## src/rtl/imem_loader.sv

```systemverilog
// Byte-stream loader for instruction memory; holds the core in reset until the image is written.
// Optional trailing checksum byte: define IMEM_LOADER_CKSUM_EN.
module imem_loader #(
  parameter logic [31:0] BASE_ADDR = 32'h0000_0000,
  parameter int          MAX_WORDS = 256,
  parameter int          LEN_W     = 9
) (
  input  logic             clk,
  input  logic             reset,
  input  logic             start,
  input  logic [LEN_W-1:0] load_len,
  input  logic [7:0]       byte_data,
  input  logic             byte_valid,
  output logic             byte_ready,
  output logic             mem_we,
  output logic [31:0]      mem_addr,
  output logic [31:0]      mem_wdata,
  output logic             core_reset,
  output logic             busy,
  output logic             done,
  output logic             err
);

  typedef enum logic [2:0] {
    S_IDLE  = 3'd0,
    S_LOAD  = 3'd1,
    S_WRITE = 3'd2,
`ifdef IMEM_LOADER_CKSUM_EN
    S_CKSUM = 3'd3,
`endif
    S_DONE  = 3'd4,
    S_ERR   = 3'd5
  } state_e;

  state_e           state_q, state_d;
  logic [LEN_W-1:0] word_idx_q;
  logic [LEN_W-1:0] len_q;
  logic [1:0]       byte_idx_q;
  logic [31:0]      addr_q;
  logic [31:0]      wdata_q;
  logic             start_ok;
  logic             load_hs;
  logic             last_word;
`ifdef IMEM_LOADER_CKSUM_EN
  logic [7:0]       sum_q;
`endif

  assign start_ok  = start && (state_q == S_IDLE ||
                     state_q == S_DONE || state_q == S_ERR);
  assign load_hs   = byte_valid && (state_q == S_LOAD);
  assign last_word = (word_idx_q + LEN_W'(1)) == len_q;

  always_ff @(posedge clk or negedge reset) begin
    if (!reset) begin
      state_q <= S_IDLE;
    end else begin
      state_q <= state_d;
    end
  end

  always_comb begin
    state_d = state_q;
    unique case (state_q)
      S_IDLE, S_DONE, S_ERR: begin
        if (start) begin
          if (load_len == '0)
            state_d = S_DONE;
          else if (load_len > LEN_W'(MAX_WORDS))
            state_d = S_ERR;
          else
            state_d = S_LOAD;
        end
      end
      S_LOAD: begin
        if (byte_valid && byte_idx_q == 2'd3)
          state_d = S_WRITE;
      end
      S_WRITE: begin
`ifdef IMEM_LOADER_CKSUM_EN
        state_d = last_word ? S_CKSUM : S_LOAD;
`else
        state_d = last_word ? S_DONE : S_LOAD;
`endif
      end
`ifdef IMEM_LOADER_CKSUM_EN
      S_CKSUM: begin
        if (byte_valid)
          state_d = (byte_data == sum_q) ? S_DONE : S_ERR;
      end
`endif
      default: state_d = S_IDLE;
    endcase
  end

  always_comb begin
    byte_ready = 1'b0;
    mem_we     = 1'b0;
    core_reset = 1'b1;
    busy       = 1'b0;
    done       = 1'b0;
    err        = 1'b0;
    unique case (state_q)
      S_LOAD: begin
        byte_ready = 1'b1;
        busy       = 1'b1;
      end
      S_WRITE: begin
        mem_we = 1'b1;
        busy   = 1'b1;
      end
`ifdef IMEM_LOADER_CKSUM_EN
      S_CKSUM: begin
        byte_ready = 1'b1;
        busy       = 1'b1;
      end
`endif
      S_DONE: begin
        core_reset = 1'b0;
        done       = 1'b1;
      end
      S_ERR:   err = 1'b1;
      default: ;
    endcase
  end

  // Address is captured with the 4th byte so it is stable for the whole WRITE cycle.
  always_ff @(posedge clk or negedge reset) begin
    if (!reset) begin
      word_idx_q <= '0;
      len_q      <= '0;
      byte_idx_q <= '0;
      addr_q     <= BASE_ADDR;
      wdata_q    <= '0;
    end else begin
      if (start_ok) begin
        word_idx_q <= '0;
        byte_idx_q <= '0;
        len_q      <= load_len;
      end
      if (load_hs) begin
        wdata_q[8*byte_idx_q +: 8] <= byte_data;
        byte_idx_q <= byte_idx_q + 2'd1;
        if (byte_idx_q == 2'd3)
          addr_q <= BASE_ADDR + 32'({word_idx_q, 2'b00});
      end
      if (state_q == S_WRITE)
        word_idx_q <= word_idx_q + LEN_W'(1);
    end
  end

`ifdef IMEM_LOADER_CKSUM_EN
  always_ff @(posedge clk or negedge reset) begin
    if (!reset) begin
      sum_q <= '0;
    end else if (start_ok) begin
      sum_q <= '0;
    end else if (load_hs) begin
      sum_q <= sum_q + byte_data;
    end
  end
`endif

  assign mem_addr  = addr_q;
  assign mem_wdata = wdata_q;

endmodule

```

## config.mk

```make
export PLATFORM = sky130hd
export DESIGN_NAME = imem_loader
export DESIGN_NICKNAME = d
export VERILOG_FILES = /design/src/rtl/imem_loader.sv
export SDC_FILE = /design/constraint.sdc
export NUM_CORES = 1
export LEC_CHECK = 0
export CAP_MARGIN = 20
export CORE_MARGIN = 3
export CORE_UTILIZATION = 40
export DETAILED_ROUTE_END_ITERATION = 7
export HOLD_SLACK_MARGIN = 0.02
export PLACE_DENSITY = 0.69
export RECOVER_POWER = 100
export SLEW_MARGIN = 0
export SYNTH_ARGS = -nofsm -noshare
export SYNTH_HDL_FRONTEND = slang
export SYNTH_SLANG_ARGS = --single-unit
export TNS_END_PERCENT = 20
```

## constraint.sdc

```tcl
create_clock -name clk -period 5.6 [get_ports clk]
set_input_delay 1.12 -clock clk [delete_from_list [all_inputs] [get_ports clk]]
set_output_delay 1.12 -clock clk [all_outputs]
set_load 0.05 [all_outputs]
```

==> flow_metrics.tcl, run 1 <==
set metrics [dict create \
    maxSlewViolCount 65 \
    report.final.hold_viol_count 0 \
    synth_area_per_cell_sq_um 9.10 \
    synth_edf_count 0 \
    post-route-cell-area_sq_um 4070 \
    register_area_sq_um 1600 \
    hold_slack_ns 0.469 \
    worst_skew_ns 0.00875 \
    initial_standard_cell_utilization_of_the_core_pct 42.7 \
    diodes 0 \
    instance_count_of_the_mapped_netlist 351 \
    chip_height_um 95.4 \
    relSlewSlack_pct -127 \
    num-fill-cells 703 \
    clkTransAtPathRegs_ns 0.07 \
    floorplan.rows 31 \
    dpl-instance-area_sq_um 3860 \
    setup_total_negative_slack_ns 0 \
    max-vdd-ir-drop_mv 0.226 \
    root_buffer "clkbuf_8" \
    totalWireLength_mm 7.24 \
    timing.setup.critical_path_class "in2async" \
    maximum_number_of_pins_on_one_net_before_global_route_repair 65 \
    grt_overflow 0 \
    max_cap_viol_count 1 \
    critical_path_peak_fanout 64 \
    cts_buffer_depth 2 \
    finish.utilization_pct 54.4 \
    worst_path_largest_cell_delay_ns 2.39 \
    failing_checks "max-capacitance violations, max-slew violations" \
    timing.hold.worst.class "reg2reg" \
    timing.critical_path.to_type "asynchronous set/reset pin" \
    clk_latency_ns 0.33 \
    gp_congestion 0.815 \
    area_growth_syn_to_layout_pct 27.4 \
    cts_setup_buffers 0 \
    finish.cell_count_without_fillers 520 \
    setup_slack_ns 1.65 \
    required_ns 5.27 \
    postSynthRegisterBits 64 \
    die_area_sq_um 9090 \
    grt_pass1_wl_mm 12.0 \
    cellLeakagePower_nw 1.95 \
    route.detailed.vias_per_inst 4.97 \
    detail_route.first_pass.iterations 4 \
    critical_path.n_buffers_inverters 2 \
    clock_period_minus_worst_slack_ns 3.95 \
    mappedNetlistArea_sq_um 3190 \
    timing_worst_slew_pin_value_ns 3.41 \
    final_layout_size_suffix_gt1_share_pct 7.13 \
    place_ws_ns 2.29 \
    yosys_warnings 0 \
    synth.yosys.seq_area_share_pct 50.1 \
    yosys.cell_types.count 44 \
    drt.antenna.violating_nets 0 \
    timing.final.crit_share_pct 70.6 \
    post-route-drc-count 0 \
    hpwl_after_dpl_mm 5.24 \
    critical_path.top_delay_family "buffers and inverters" \
    rsz0062_at_grt "false" \
    total_power_draw_mw 2.14 \
    cts.sink_count 64 \
    port_buffers 67 \
    finalSetupViolCount 0 \
    tritoncts "done" \
    multiInputGateArea_sq_um 1430 \
    critical_path.slowest_cell "clkbuf_1" \
    pin_count 91 \
    mostFrequentLayoutCell "nand2_1" \
    crit_path_cell_trace "buf_2 > clkbuf_1" \
    grtUsageTotal_pct 17.2 \
    cts_max_level 3 \
    vias 2585 \
    first_iter_violations 81 \
    tritoncts.num_buffers 9 \
    postCtsResizedCells 0 \
    dominantRegCellSynth "dfrtp_1" \
    outcome "finished, violations left" \
    asyncSetResetFlopFracSynth_pct 100 \
    post_drt_wl_per_cell_um 13.9 \
    design.final.nets 445 \
    antenna_found_initial 0 \
    die_w_um 95.4 \
    placed_instances 505 \
    grt_pass1_vias 2405 \
    critPathLaunchType "input pin" \
    final_cell_mix "nand2_1, dfrtp_1, dlygate4sd3_1, o21ai_0, conb_1" \
    top_achievable_clock_speed_mhz 253 \
    cts-hold-fix-buffers 0 \
    design.core.area_sq_um 7490 \
    power.density_cell_area_nw_per_um2 527 \
    critPathArrivalTime_ns 3.62 \
]
[registers in the layout, summed over array words and instances (netlist names)]
register    flops
word_idx_q      9
len_q           9
byte_idx_q      2
mem_wdata      32
mem_addr        9
state_q         3
[metal layers]
layer	track usage (%)	share of wire [%]	vias up	wire length, um
li1	-	-	1279	-
met1	21.5	44	1207	3170
met2	28.7	48	93	3490
met3	5.76	7.4	6	536
met4	3.73	0.58	0	42
met5	0	0	-	0
[worst min-delay path, stage by stage, from the launching register on]
cell and delay, ns:
dfrtp_1 0.34, nand2_1 0.05, nand2_1 0.05
[cell usage after synthesis, types with 5 or more instances]
cell | number | area [sq um]
ha_1 | 7 | 87.6
nand2_1 | 102 | 383
nor3b_1 | 5 | 37.5
dfrtp_1 | 64 | 1600
inv_1 | 5 | 18.8
nor2_1 | 11 | 41.3
xor2_1 | 5 | 43.8
mux2_2 | 9 | 101
clkbuf_1 | 11 | 41.3
o21ai_0 | 37 | 185
nand3_1 | 13 | 65.1
buf_4 | 23 | 173
[logic make-up after synthesis]
family                   count (synthesis)  synth area share (%)
flip-flops                              64                  50.1
buffers and inverters                   43                  7.83
other                                    1                 0.117
XOR/XNOR                                 9                  2.47
adder cells (fa/ha/maj)                  7                  2.74
AND/OR/NAND/NOR                        159                  22.6
AO/OA/AOI/OAI                           59                  10.9
multiplexers                             9                  3.17
[area by class of cell]
cell class	count	share of cell area (%)
Tap cell	99	3.04
Multi-Input combinational cell	266	35.0
Timing Repair Buffer	69	16.5
Sequential cell	64	39.3
Clock buffer	12	3.81
Clock inverter	3	1.60
Inverter	7	0.646
[worst paths after layout]
kind,start,endpoint,slack [ns],depth (start not counted)
max,reset,len_q[5],1.65,2
min,mem_wdata[26],mem_wdata[26],0.47,2
max reg2reg,state_q[1],mem_wdata[29],3.04,5
min reg2reg,mem_wdata[26],mem_wdata[26],0.47,2
max in group clk,state_q[1],busy,1.87,4
min in group asynchronous,reset,mem_wdata[11],2.04,2
[power by group]
part	total, mW	internal, mW	switching, mW
logic	1.01	0.311	0.700
registers	0.698	0.602	0.0961
clock network	0.436	0.272	0.164
Note: power is estimated with default switching activity, not from simulation.
==> run 2, diff against run 1 <==
- clock period: 5.6 -> 3.8 ns (I/O delays scaled with it)
==> run 2 against run 1 <==
Compared with the run above:
- the run now ends clean
- utilization down 0.40 points
- power up 43%
- sequential share of layout area up 0.29 points
- clock-buffer cell count down 1
- flip-flop and latch count unchanged
- via count down 1.2%
- clock power up 27%
- clock skew down 0.0024 ns
- critical path depth up 2
- largest cell class unchanged
- largest power group unchanged
==> flow_metrics.tcl, run 2 (synthesized netlist as in run 1, its figures left out) <==
set metrics [dict create \
    timing.hold.worst.class "reg2reg" \
    vias 2554 \
    timing.setup.critical_path_class "reg2out" \
    drt.antenna.violating_nets 0 \
    finalSetupViolCount 0 \
    design.final.nets 446 \
    mostFrequentLayoutCell "nand2_1" \
    post-route-drc-count 0 \
    crit_path_cell_trace "or3b_2 > clkinv_1 > or2_2 > dlygate4sd3_1" \
    chip_height_um 95.4 \
    gp_congestion 0.816 \
    tritoncts.num_buffers 9 \
    cts_setup_buffers 0 \
    port_buffers 67 \
    grt_overflow 0 \
    totalWireLength_mm 7.27 \
    max_cap_viol_count 0 \
    die_area_sq_um 9090 \
    rsz0062_at_grt "false" \
    placed_instances 506 \
    post_drt_wl_per_cell_um 14.0 \
    hpwl_after_dpl_mm 5.40 \
    setup_total_negative_slack_ns 0 \
    worst_skew_ns 0.00634 \
    antenna_found_initial 0 \
    power.density_cell_area_nw_per_um2 761 \
    report.final.hold_viol_count 0 \
    timing.final.crit_share_pct 89.1 \
    worst_path_largest_cell_delay_ns 0.87 \
    finish.cell_count_without_fillers 521 \
    required_ns 3.04 \
    worst_r2r_startpoint "byte_idx_q[0]" \
    grt_pass1_wl_mm 11.9 \
    clkTransAtPathRegs_ns 0.06 \
    crit_path_start "state_q[0]" \
    final_layout_size_suffix_gt1_share_pct 7.11 \
    maximum_number_of_pins_on_one_net_before_global_route_repair 43 \
    route.detailed.vias_per_inst 4.90 \
    root_buffer "clkbuf_8" \
    clk_latency_ns 0.33 \
    cts_max_level 3 \
    critPathLaunchType "flop" \
    critical_path.slowest_cell "dlygate4sd3_1" \
    die_w_um 95.4 \
    diodes 0 \
    first_iter_violations 78 \
    final_cell_mix "nand2_1, dfrtp_1, dlygate4sd3_1, o21ai_0, conb_1" \
    top_achievable_clock_speed_mhz 295 \
    max-vdd-ir-drop_mv 0.395 \
    critical_path_peak_fanout 15 \
    grtUsageTotal_pct 17.0 \
    postCtsResizedCells 0 \
    critical_path.top_delay_family "buffers and inverters" \
    largest_reg_flops 32 \
    pin_count 91 \
    design.core.area_sq_um 7490 \
    floorplan.rows 31 \
    detail_route.first_pass.iterations 4 \
    tritoncts "done" \
    area_growth_syn_to_layout_pct 26.5 \
    cts_buffer_depth 2 \
    clock_period_minus_worst_slack_ns 3.38 \
    relSlewSlack_pct 20.1 \
    timing.critical_path.to_type "primary output" \
    critPathArrivalTime_ns 2.62 \
    hold_path.startpoint "mem_addr[7]" \
    grt_pass1_vias 2444 \
    critical_path.n_buffers_inverters 2 \
    outcome "finished clean" \
    cts.sink_count 64 \
    maxSlewViolCount 0 \
    cellLeakagePower_nw 1.94 \
    timing_worst_slew_pin_value_ns 1.20 \
    initial_standard_cell_utilization_of_the_core_pct 42.7 \
    cts-hold-fix-buffers 0 \
]
==> run 2: changes by cell type in the layout (fill, tap and decap cells not counted), sizes merged <==
| cell | change |
|---|---|
| clkdlybuf4s50 | +1 |
| buf | -1 |
| clkinv | +2 |
| dlygate4sd3 | -1 |
| clkbuf | +1 |
| bufinv | -1 |
==> run 2: tightest hold or removal path, stage by stage (launching register included) <==
cell and delay (ns):
dfrtp_1 0.34, nand2_1 0.05, nand2_1 0.05
==> run 2: routing by layer <==
layer / wire [um] / up-vias / GRT usage (%)
met5: 0 / - / 0
met4: 97 / 0 / 4.57
met3: 436 / 7 / 5.84
met2: 3550 / 63 / 28.2
met1: 3190 / 1207 / 21.0
li1: - / 1277 / -
==> run 2: path summary, 6_finish.rpt <==
path / cells past startpoint / slack (ns) / to
max: 4 / 0.42 / busy
min: 2 / 0.47 / mem_addr[7]
max reg2reg: 6 / 1.33 / mem_wdata[26]
min reg2reg: 2 / 0.47 / mem_addr[7]
max in group asynchronous: 2 / 1.49 / mem_addr[8]
min in group asynchronous: 1 / 0.65 / mem_wdata[12]
==> run 2: through the flow <==
step	total power [mW]	worst slack (ns)	hold WS, ns	utilization, %	area [sq um]
5_1_grt	3.28	0.323	0.503	54.0	4040
2_1_floorplan	2.13	0.868	0.464	-	3280
3_3_place_gp	2.59	0.881	0.460	51.6	3860
6_report	3.07	0.416	0.467	54.0	4040
4_1_cts	3.18	0.483	0.392	54.1	4050
3_5_place_dp	2.61	0.863	0.463	51.6	3860
==> run 2: report_power, final <==
| group | total [mW] | internal, mW | switching (mW) |
|---|---|---|---|
| Sequential | 1.03 | 0.886 | 0.143 |
| Clock | 0.554 | 0.314 | 0.240 |
| Combinational | 1.49 | 0.459 | 1.03 |
| Total | 3.07 | 1.66 | 1.41 |
==> run 2: layout make-up <==
| cell class | instances | area (sq um) |
|---|---|---|
| clock buffer | 11 | 141 |
| timing repair buffer | 70 | 677 |
| multi-input combinational | 266 | 1430 |
| clock inverter | 4 | 45.0 |
| fill | 721 | 3450 |
| inverter | 7 | 26.3 |
| sequential | 64 | 1600 |
| tap | 99 | 124 |
==> run 3, diff against run 2 <==
- CTS_CLUSTER_SIZE: not set -> 14
==> results of run 3 <==
No change in the layout: final DEF, timing and power equal those of run 2.
